`config.mk`:
```
export PLATFORM = sky130hd
export DESIGN_NAME = cache_arbiter
export DESIGN_NICKNAME = d
export VERILOG_FILES = /design/src/rtl/arbiter_types.sv /design/src/rtl/cache_arbiter.sv
export SDC_FILE = /design/constraint.sdc
export NUM_CORES = 1
export LEC_CHECK = 0
export CORE_AREA = 10 10 525 527
export DETAILED_ROUTE_END_ITERATION = 6
export DIE_AREA = 0 0 535 537
export PLACE_DENSITY = 0.3
export REMOVE_ABC_BUFFERS = 1
export SLEW_MARGIN = 20
export SYNTH_ARGS = -nofsm -noshare
export SYNTH_HDL_FRONTEND = slang
export SYNTH_SLANG_ARGS = --single-unit
```
`constraint.sdc`:
```
create_clock -name clk -period 4.44 [get_ports clk]
set_clock_uncertainty 0.15 [all_clocks]
set_input_delay 0.666 -clock clk [delete_from_list [all_inputs] [get_ports clk]]
set_output_delay 0.666 -clock clk [all_outputs]
set_load 0.01 [all_outputs]
```
`src/rtl/arbiter_types.sv`:
```
// Shared types for the I/D cache-to-memory arbiter.
package arbiter_types;

  typedef enum logic [1:0] {
    ARB_IDLE    = 2'd0,
    ARB_SERVE_I = 2'd1,
    ARB_SERVE_D = 2'd2
  } arb_state_t;

  typedef enum logic {
    GRANT_I = 1'b0,
    GRANT_D = 1'b1
  } grant_t;

endpackage

```
`src/rtl/cache_arbiter.sv`:
```
// Arbitrates I-cache and D-cache line traffic onto one memory port with
// round-robin on contention and one transaction in flight at a time.
module cache_arbiter
  import arbiter_types::*;
#(
  parameter int unsigned LINE_WIDTH = 256,
  parameter int unsigned ADDR_WIDTH = 32
) (
  input  logic                  clk,
  input  logic                  rst,

  input  logic                  icache_pmem_read,
  input  logic [ADDR_WIDTH-1:0] icache_pmem_address,
  output logic [LINE_WIDTH-1:0] icache_pmem_rdata,
  output logic                  icache_pmem_resp,

  input  logic                  dcache_pmem_read,
  input  logic                  dcache_pmem_write,
  input  logic [ADDR_WIDTH-1:0] dcache_pmem_address,
  input  logic [LINE_WIDTH-1:0] dcache_pmem_wdata,
  output logic [LINE_WIDTH-1:0] dcache_pmem_rdata,
  output logic                  dcache_pmem_resp,

  output logic                  pmem_read,
  output logic                  pmem_write,
  output logic [ADDR_WIDTH-1:0] pmem_address,
  output logic [LINE_WIDTH-1:0] pmem_wdata,
  input  logic [LINE_WIDTH-1:0] pmem_rdata,
  input  logic                  pmem_resp
);

  arb_state_t            state_q, state_d;
  grant_t                last_grant_q, last_grant_d;
  logic [ADDR_WIDTH-1:0] addr_q, addr_d;
  logic [LINE_WIDTH-1:0] wdata_q, wdata_d;
  logic                  read_q, read_d;
  logic                  write_q, write_d;

  logic i_req;
  logic d_req;

  assign i_req = icache_pmem_read;
  assign d_req = dcache_pmem_read | dcache_pmem_write;

  // State and captured-command registers
  always_ff @(posedge clk or negedge rst) begin
    if (!rst) begin
      state_q      <= ARB_IDLE;
      last_grant_q <= GRANT_I;
      addr_q       <= '0;
      wdata_q      <= '0;
      read_q       <= 1'b0;
      write_q      <= 1'b0;
    end else begin
      state_q      <= state_d;
      last_grant_q <= last_grant_d;
      addr_q       <= addr_d;
      wdata_q      <= wdata_d;
      read_q       <= read_d;
      write_q      <= write_d;
    end
  end

  // Grant decision, capture and completion
  always_comb begin
    state_d      = state_q;
    last_grant_d = last_grant_q;
    addr_d       = addr_q;
    wdata_d      = wdata_q;
    read_d       = read_q;
    write_d      = write_q;

    unique case (state_q)
      ARB_IDLE: begin
        // I wins when alone, or on contention when D was granted last
        if (i_req && (!d_req || last_grant_q == GRANT_D)) begin
          state_d      = ARB_SERVE_I;
          last_grant_d = GRANT_I;
          addr_d       = icache_pmem_address;
          wdata_d      = '0;
          read_d       = 1'b1;
          write_d      = 1'b0;
        end else if (d_req) begin
          state_d      = ARB_SERVE_D;
          last_grant_d = GRANT_D;
          addr_d       = dcache_pmem_address;
          wdata_d      = dcache_pmem_wdata;
          read_d       = ~dcache_pmem_write;
          write_d      = dcache_pmem_write;
        end
      end
      ARB_SERVE_I, ARB_SERVE_D: begin
        if (pmem_resp) begin
          state_d = ARB_IDLE;
          read_d  = 1'b0;
          write_d = 1'b0;
        end
      end
      default: begin
        state_d = ARB_IDLE;
        read_d  = 1'b0;
        write_d = 1'b0;
      end
    endcase
  end

  assign pmem_read    = read_q;
  assign pmem_write   = write_q;
  assign pmem_address = addr_q;
  assign pmem_wdata   = wdata_q;

  // Completion is forwarded in the same cycle memory reports it
  assign icache_pmem_resp  = (state_q == ARB_SERVE_I) & pmem_resp;
  assign dcache_pmem_resp  = (state_q == ARB_SERVE_D) & pmem_resp;
  assign icache_pmem_rdata = pmem_rdata;
  assign dcache_pmem_rdata = pmem_rdata;

endmodule

```
==> impl_results.rst, run 1 <==
.. list-table::
   :header-rows: 1

   * - Metric
     - Value
   * - Status
     - complete, no violations
   * - Average instance area after synthesis
     - 11.4 sq um
   * - Most frequent cell after synthesis
     - sky130_fd_sc_hd__buf_4
   * - First-pass DRT Iterations
     - 5
   * - Share of flip-flops with an asynchronous set or reset after synthesis
     - 100%
   * - Critical Setup Path Class
     - reg2out
   * - Detailed route wirelength on metal3
     - 90.4 mm
   * - H-tree Lvls
     - 2
   * - Clock transition at the registers of the reported paths
     - 0.06 ns
   * - Via count
     - 13.5k
   * - Leakage
     - 8.25 nW
   * - Number of buffers inserted to repair setup after CTS
     - 0
   * - FMAX
     - 0.348 GHz
   * - Routed met1 length
     - 62.7 mm
   * - Yosys warning total
     - 0
   * - Number of I/O port buffers
     - 617
   * - Type of the most critical hold path
     - in2async
   * - Routed WL per cell
     - 62.0 microns
   * - I/O pins
     - 1386
   * - Max-cap violations
     - 0
   * - Initial antenna violation count
     - 108
   * - WHS
     - 0.320 ns
   * - Clock Path Buffers
     - 3
   * - Wire length of the first global-routing pass
     - 339 mm
   * - Buffers & Inverters on Critical Path
     - 1
   * - Setup crit start kind
     - flip-flop
   * - Fraction of layout cells with a size suffix above 1
     - 7.48%
   * - Number of synthesized flops with an enable pin
     - 0
   * - Clock latency of the later-clocked register in the worst-skew pair
     - 0.68 ns
   * - Post-route fraction of the period consumed by the critical path
     - 64.7%
   * - Total routed wirelength
     - 308 mm
   * - Slew at the pin closest to its max-slew limit
     - 0.894 ns
   * - Number of instances in the synthesized netlist
     - 1292
   * - Vertical extent of the die
     - 537 microns
   * - Register-to-register setup slack
     - 1.97 ns
   * - Top layer reached by signal wires
     - met5
   * - Die Outline Area
     - 287000 sq um
   * - Headroom to the max-slew limit
     - 40.4%
   * - Total Neg Setup Slack
     - 0 ns
   * - Final ANT Viol Nets
     - 0
   * - Synth area leaders
     - sky130_fd_sc_hd__dfrtp_1 50%, sky130_fd_sc_hd__buf_4 26%, sky130_fd_sc_hd__a22o_1 15%
   * - Cell type contributing the most total cell area after synthesis
     - sky130_fd_sc_hd__dfrtp_1
   * - Routed vias/inst
     - 2.71
   * - Remaining DRCs
     - 0
   * - Minimum clock period after layout
     - 2.87 ns
   * - Die Width
     - 535 microns
   * - Largest stage delay on the critical path
     - 0.97 ns
   * - Number of library cell types mapped by synthesis
     - 23
   * - Required time of the critical path
     - 3.62 ns
   * - Met2 routed wirelength
     - 128 mm
   * - Number of cells on the worst reg-to-reg path
     - 5
   * - DPL Wire Length
     - 272 mm
   * - Cell area after technology mapping
     - 14800 sq um
   * - Overall power consumption
     - 0.0168 W
   * - Slowest library cell on the worst path
     - sky130_fd_sc_hd__clkdlybuf4s50_1
   * - Placer's final routability congestion estimate
     - 0.873
   * - Flops & latches, synth
     - 293
   * - Leftover overflow at the end of global routing
     - 0
   * - Largest fanout on the critical path
     - 2
   * - Proportion of synthesized chip area in sequential cells
     - 49.7%
   * - DRC marker count from the first detailed-route iteration
     - 1420
   * - RSZ-0062 raised after global routing
     - false
   * - Worst path cell trace
     - clkdlybuf4s50_1
   * - Final setup violation count
     - 0
   * - Synth top area share
     - 49.7%
   * - Root buffer selected by CTS
     - sky130_fd_sc_hd__clkbuf_16
   * - Sink count of the clock tree
     - 293
   * - Most instantiated cells after synthesis
     - 515 x sky130_fd_sc_hd__buf_4, 293 x sky130_fd_sc_hd__dfrtp_1, 258 x sky130_fd_sc_hd__a22o_1
   * - Standard-cell row count
     - 189
   * - Peak supply drop
     - 0.267 mV
   * - CP Data Arrival Time
     - 2.06 ns
   * - Starting utilization of the core area
     - 5.58%
   * - Most used flip-flop cell after synthesis
     - sky130_fd_sc_hd__dfrtp_1
   * - Post-CTS resize count
     - 0
   * - Area growth from synthesis to layout
     - 55.2%
   * - Final Hold Viols
     - 0
   * - Number of buffers created by CTS
     - 45
   * - Cell Pwr Density
     - 733 nW/um^2
   * - Layout net count
     - 1979
   * - Launch point of the worst reg-to-reg path
     - state_q[1]
   * - Maximum number of pins on one net before global-route repair
     - 89
   * - Crit Reg-Reg Endpoint
     - pmem_wdata[203]
   * - Type of element capturing the critical path
     - primary output
   * - Total routing resource utilization after global routing
     - 20.5%
   * - Via count of the first global-routing pass
     - 12.3k
   * - Number of max-slew violations in the final report
     - 0
   * - CTS tree
     - done
   * - Cell family with the largest share of critical-path delay
     - buffers and inverters
   * - Area of the core
     - 265000 sq um
per-stage QoR:
stage | utilization (%) | instances | setup WS [ns] | area, sq um
after detailed placement | 8.09 | 4879 | 1.31 | 21400
after CTS | 8.65 | 4963 | 1.39 | 22900
after global routing | 8.65 | 4966 | 1.48 | 22900
after floorplan | - | 702 | -7.16 | 10400
final | 8.66 | 4972 | 1.57 | 22900
after global placement | 8.09 | 4879 | 1.34 | 21400
how the worst max path moves through the flow:
| stage | endpoint | depth (start not counted) | start | slack (ns) |
|---|---|---|---|---|
| 6_report | pmem_address[23] | 1 | pmem_address[23] | 1.57 |
| 5_1_grt | pmem_address[23] | 1 | pmem_address[23] | 1.48 |
| 4_1_cts | pmem_address[14] | 1 | pmem_address[14] | 1.39 |
| 3_5_place_dp | pmem_wdata[54] | 5 | dcache_pmem_write | 1.31 |
| 3_3_place_gp | pmem_wdata[100] | 5 | dcache_pmem_write | 1.34 |
| 2_1_floorplan | pmem_write | 3 | dcache_pmem_write | -7.16 |
cell families after synthesis:
kind of cell             after synthesis  share of synthesized area [%]
AO/OA/AOI/OAI                        364                           19.5
adder cells (fa/ha/maj)                3                          0.254
buffers and inverters                593                           29.6
flip-flops                           293                           49.7
AND/OR/NAND/NOR                       39                           1.05
report_power, final:
group	internal [W]	switching, W
logic	0.00359	0.00487
clock network	0.00214	0.00163
registers	0.00385	0.000699
total	0.00959	0.00720
layout by cell type (no fill, tap or decap), types with 2 or more instances in the layout:
cell type / instances
sky130_fd_sc_hd__clkdlybuf4s50_1: 615
sky130_fd_sc_hd__inv_6: 4
sky130_fd_sc_hd__dfrtp_1: 293
sky130_fd_sc_hd__inv_1: 3
sky130_fd_sc_hd__buf_12: 13
sky130_fd_sc_hd__clkinvlp_4: 3
sky130_fd_sc_hd__diode_2: 9
sky130_fd_sc_hd__ha_1: 3
sky130_fd_sc_hd__nand2_1: 2
sky130_fd_sc_hd__and2_1: 2
sky130_fd_sc_hd__clkbuf_8: 7
sky130_fd_sc_hd__bufinv_16: 2
sky130_fd_sc_hd__clkbuf_16: 46
sky130_fd_sc_hd__a31oi_1: 32
sky130_fd_sc_hd__a22o_1: 258
sky130_fd_sc_hd__a21o_1: 2
sky130_fd_sc_hd__o21ai_0: 33
sky130_fd_sc_hd__nor2_1: 33
sky130_fd_sc_hd__clkinv_2: 10
sky130_fd_sc_hd__a32o_1: 2
sky130_fd_sc_hd__a21oi_1: 32
sky130_fd_sc_hd__buf_4: 14
sky130_fd_sc_hd__clkbuf_1: 10
layer usage:
metal  vias to the layer above  GRT usage (%)
li1                       4236              -
met1                      6296           11.6
met2                      2458           30.5
met3                       422           28.9
met4                        57           10.1
met5                         -           17.4
registers in the layout (all words and copies together) (netlist names):
signal	count
pmem_wdata	256
pmem_address	32
state_q	2
last_grant_q	1
pmem_read	1
pmem_write	1
final cells by class:
| class | instances | area (sq um) |
|---|---|---|
| repair buffers | 645 | 6550 |
| clock buffers | 63 | 1280 |
| well taps | 3533 | 4420 |
| multi-input cells | 406 | 3090 |
| fillers | 30500 | 242000 |
| diodes | 9 | 22.5 |
| clock inverters | 20 | 198 |
| inverters | 3 | 11.3 |
| flip-flops and latches | 293 | 7330 |
repair_timing:
action | in CTS | in global routing
hold buffers | 1 | 0
endpoints found under the hold margin | 61 | 0
endpoints found under the setup margin | 0 | 0
No activity file was read; power rests on OpenSTA's default activity.
==> inputs of run 2 (changes only) <==
- CORE_AREA: 10 10 525 527 -> 10 10 526 528
- DIE_AREA: 0 0 535 537 -> 0 0 536 538
- clock period: 4.44 -> 2.95 ns (I/O delays scaled with it)
==> impl_results.rst, run 2 (synthesis gave the netlist of run 1 again) <==
.. list-table::
   :header-rows: 1

   * - Metric
     - Value
   * - Area growth from synthesis to layout
     - 56.6%
   * - Remaining DRCs
     - 0
   * - Combinational power share
     - 49.5%
   * - Number of I/O port buffers
     - 617
   * - H-tree Lvls
     - 2
   * - Number of max-slew violations in the final report
     - 0
   * - Routed WL per cell
     - 61.2 microns
   * - Switching share of power
     - 41.9%
   * - Leftover overflow at the end of global routing
     - 0
   * - Clock Path Buffers
     - 3
   * - Initial antenna violation count
     - 78
   * - Layout net count
     - 1990
   * - Net Sw Power
     - 0.0106 W
   * - Number of buffers inserted to repair setup after CTS
     - 0
   * - Total Neg Setup Slack
     - 0 ns
   * - Total routing resource utilization after global routing
     - 20.3%
   * - Worst path cell trace
     - inv_1, ha_1, and2_1, clkdlybuf4s50_1
   * - Die Outline Area
     - 288000 sq um
   * - Clock power frac
     - 22.7%
   * - Area of the core
     - 266000 sq um
   * - Number of instances in the placed design
     - 4907
   * - Headroom to the max-slew limit
     - 43.2%
   * - Slowest library cell on the worst path
     - sky130_fd_sc_hd__clkdlybuf4s50_1
   * - Via count
     - 13.3k
   * - Fraction of layout cells with a size suffix above 1
     - 8.00%
   * - Max-cap violations
     - 0
   * - Number of buffers created by CTS
     - 47
   * - DPL Wire Length
     - 269 mm
   * - Required time of the critical path
     - 2.36 ns
   * - Minimum clock period after layout
     - 2.71 ns
   * - Cell Pwr Density
     - 1090 nW/um^2
   * - Clock transition at the registers of the reported paths
     - 0.06 ns
   * - Count of hold buffers inserted by post-cts repair
     - 1
   * - Total routed wirelength
     - 306 mm
   * - Final setup violation count
     - 0
   * - Routed vias/inst
     - 2.66
   * - Root buffer selected by CTS
     - sky130_fd_sc_hd__clkbuf_16
   * - I/O pins
     - 1386
   * - Most common cell after layout, fill and taps aside
     - sky130_fd_sc_hd__clkdlybuf4s50_1
   * - DRC marker count from the first detailed-route iteration
     - 1435
   * - Final ANT Viol Nets
     - 0
   * - Post-route fraction of the period consumed by the critical path
     - 91.9%
   * - Sink count of the clock tree
     - 293
   * - Final Hold Viols
     - 0
   * - Post-CTS resize count
     - 0
   * - Type of the most critical hold path
     - in2async
   * - FMAX
     - 0.369 GHz
   * - Starting utilization of the core area
     - 5.54%
   * - Maximum number of pins on one net before global-route repair
     - 81
   * - Status
     - complete, no violations
   * - Wire length of the first global-routing pass
     - 337 mm
   * - Placer's final routability congestion estimate
     - 0.885
   * - Count of non-filler cells in the finished layout
     - 5002
   * - Buffers & Inverters on Critical Path
     - 2
   * - Leakage
     - 8.33 nW
   * - Die Width
     - 536 microns
   * - Largest fanout on the critical path
     - 3
   * - Flip-flop count of the largest register after layout
     - 256
   * - Reg power frac
     - 27.8%
   * - Fill count
     - 30.7k
   * - Setup crit start kind
     - flip-flop
   * - Via count of the first global-routing pass
     - 12.3k
   * - CP Data Arrival Time
     - 2.12 ns
   * - Peak supply drop
     - 0.401 mV
   * - Overall power consumption
     - 0.0252 W
   * - Commonest cells after routing, fill and taps aside
     - 613 x sky130_fd_sc_hd__clkdlybuf4s50_1, 293 x sky130_fd_sc_hd__dfrtp_1, 258 x sky130_fd_sc_hd__a22o_1
   * - Standard-cell row count
     - 190
   * - Slew at the pin closest to its max-slew limit
     - 0.849 ns
   * - Clock latency of the later-clocked register in the worst-skew pair
     - 0.69 ns
   * - Largest stage delay on the critical path
     - 0.71 ns
   * - RSZ-0062 raised after global routing
     - false
   * - Vertical extent of the die
     - 538 microns
   * - Type of element capturing the critical path
     - primary output
   * - Critical Setup Path Class
     - reg2out
   * - Cell family with the largest share of critical-path delay
     - buffers and inverters
   * - CTS tree
     - done
   * - First-pass DRT Iterations
     - 5
   * - Internal power contribution
     - 0.0147 W
==> run 2: cell count changes in the layout (fill, tap and decap cells not counted), sizes merged <==
cell           before  now
bufinv              2    1
clkdlybuf4s50     615  613
inv                 7    4
clkbuf             63   69
clkinv             11    8
buf                29   40
diode               9   12
==> run 2: routing by layer <==
metal / track usage [%] / wire, microns / part of all wire, % / vias to the layer above
li1: - / - / - / 4268
met1: 11.9 / 63100 / 21 / 6263
met2: 31.3 / 132000 / 43 / 2380
met3: 28.1 / 88700 / 29 / 355
met4: 7.62 / 14700 / 4.8 / 54
met5: 18.4 / 7590 / 2.5 / -
==> run 2: final cells by class <==
class                      count  area [sq um]  area share (%)
antenna                       12          30.0           0.130
clock buffer                  69          1360            5.88
clock inverter                13           166           0.720
inverter                       3          11.3          0.0487
multi-input combinational    406          3090            13.4
sequential                   293          7330            31.7
tap                         3552          4440            19.2
timing repair buffer         654          6690            28.9
==> run 2: power groups by stage <==
stage	combinational, W	sequential, W	clock [W]
after detailed placement	0.0130	0.00707	0
after global routing	0.0136	0.00725	0.00614
after floorplan	0.00334	0.00815	0
after CTS	0.0130	0.00708	0.00603
after global placement	0.0130	0.00712	0
final	0.0125	0.00701	0.00574
==> run 2: worst reg2reg max path, stage by stage (launching register included) <==
cell and delay [ns]:
sky130_fd_sc_hd__dfrtp_1 0.40, sky130_fd_sc_hd__inv_1 0.09, sky130_fd_sc_hd__ha_1 0.29, sky130_fd_sc_hd__o211a_4 0.38
sky130_fd_sc_hd__buf_12 0.33, sky130_fd_sc_hd__a22o_1 0.37
==> run 2: path summary, 6_finish.rpt <==
kind                                    startpoint          endpoint  slack, ns  cells after the start
setup reg to reg                        state_q[1]   pmem_wdata[213]       0.86                      5
hold reg to reg                    pmem_wdata[138]   pmem_wdata[138]       0.35                      1
max in group asynchronous                      rst   pmem_wdata[148]       1.61                      3
hold / removal                                 rst    pmem_wdata[71]       0.10                      2
min in group clk           dcache_pmem_address[11]  pmem_address[11]       0.16                      3
setup / recovery                        state_q[0]  dcache_pmem_resp       0.24                      4
==> run 2: metrics by stage <==
step	worst slack [ns]	cell area [sq um]	hold WS, ns	utilization (%)
detailed placement	0.382	21600	0.213	8.09
floorplan	-8.42	10400	-0.00309	-
global placement	0.404	21600	0.210	8.09
global route	0.102	23100	0.0855	8.67
CTS	0.0952	23100	0.0394	8.67
finish	0.238	23100	0.101	8.68
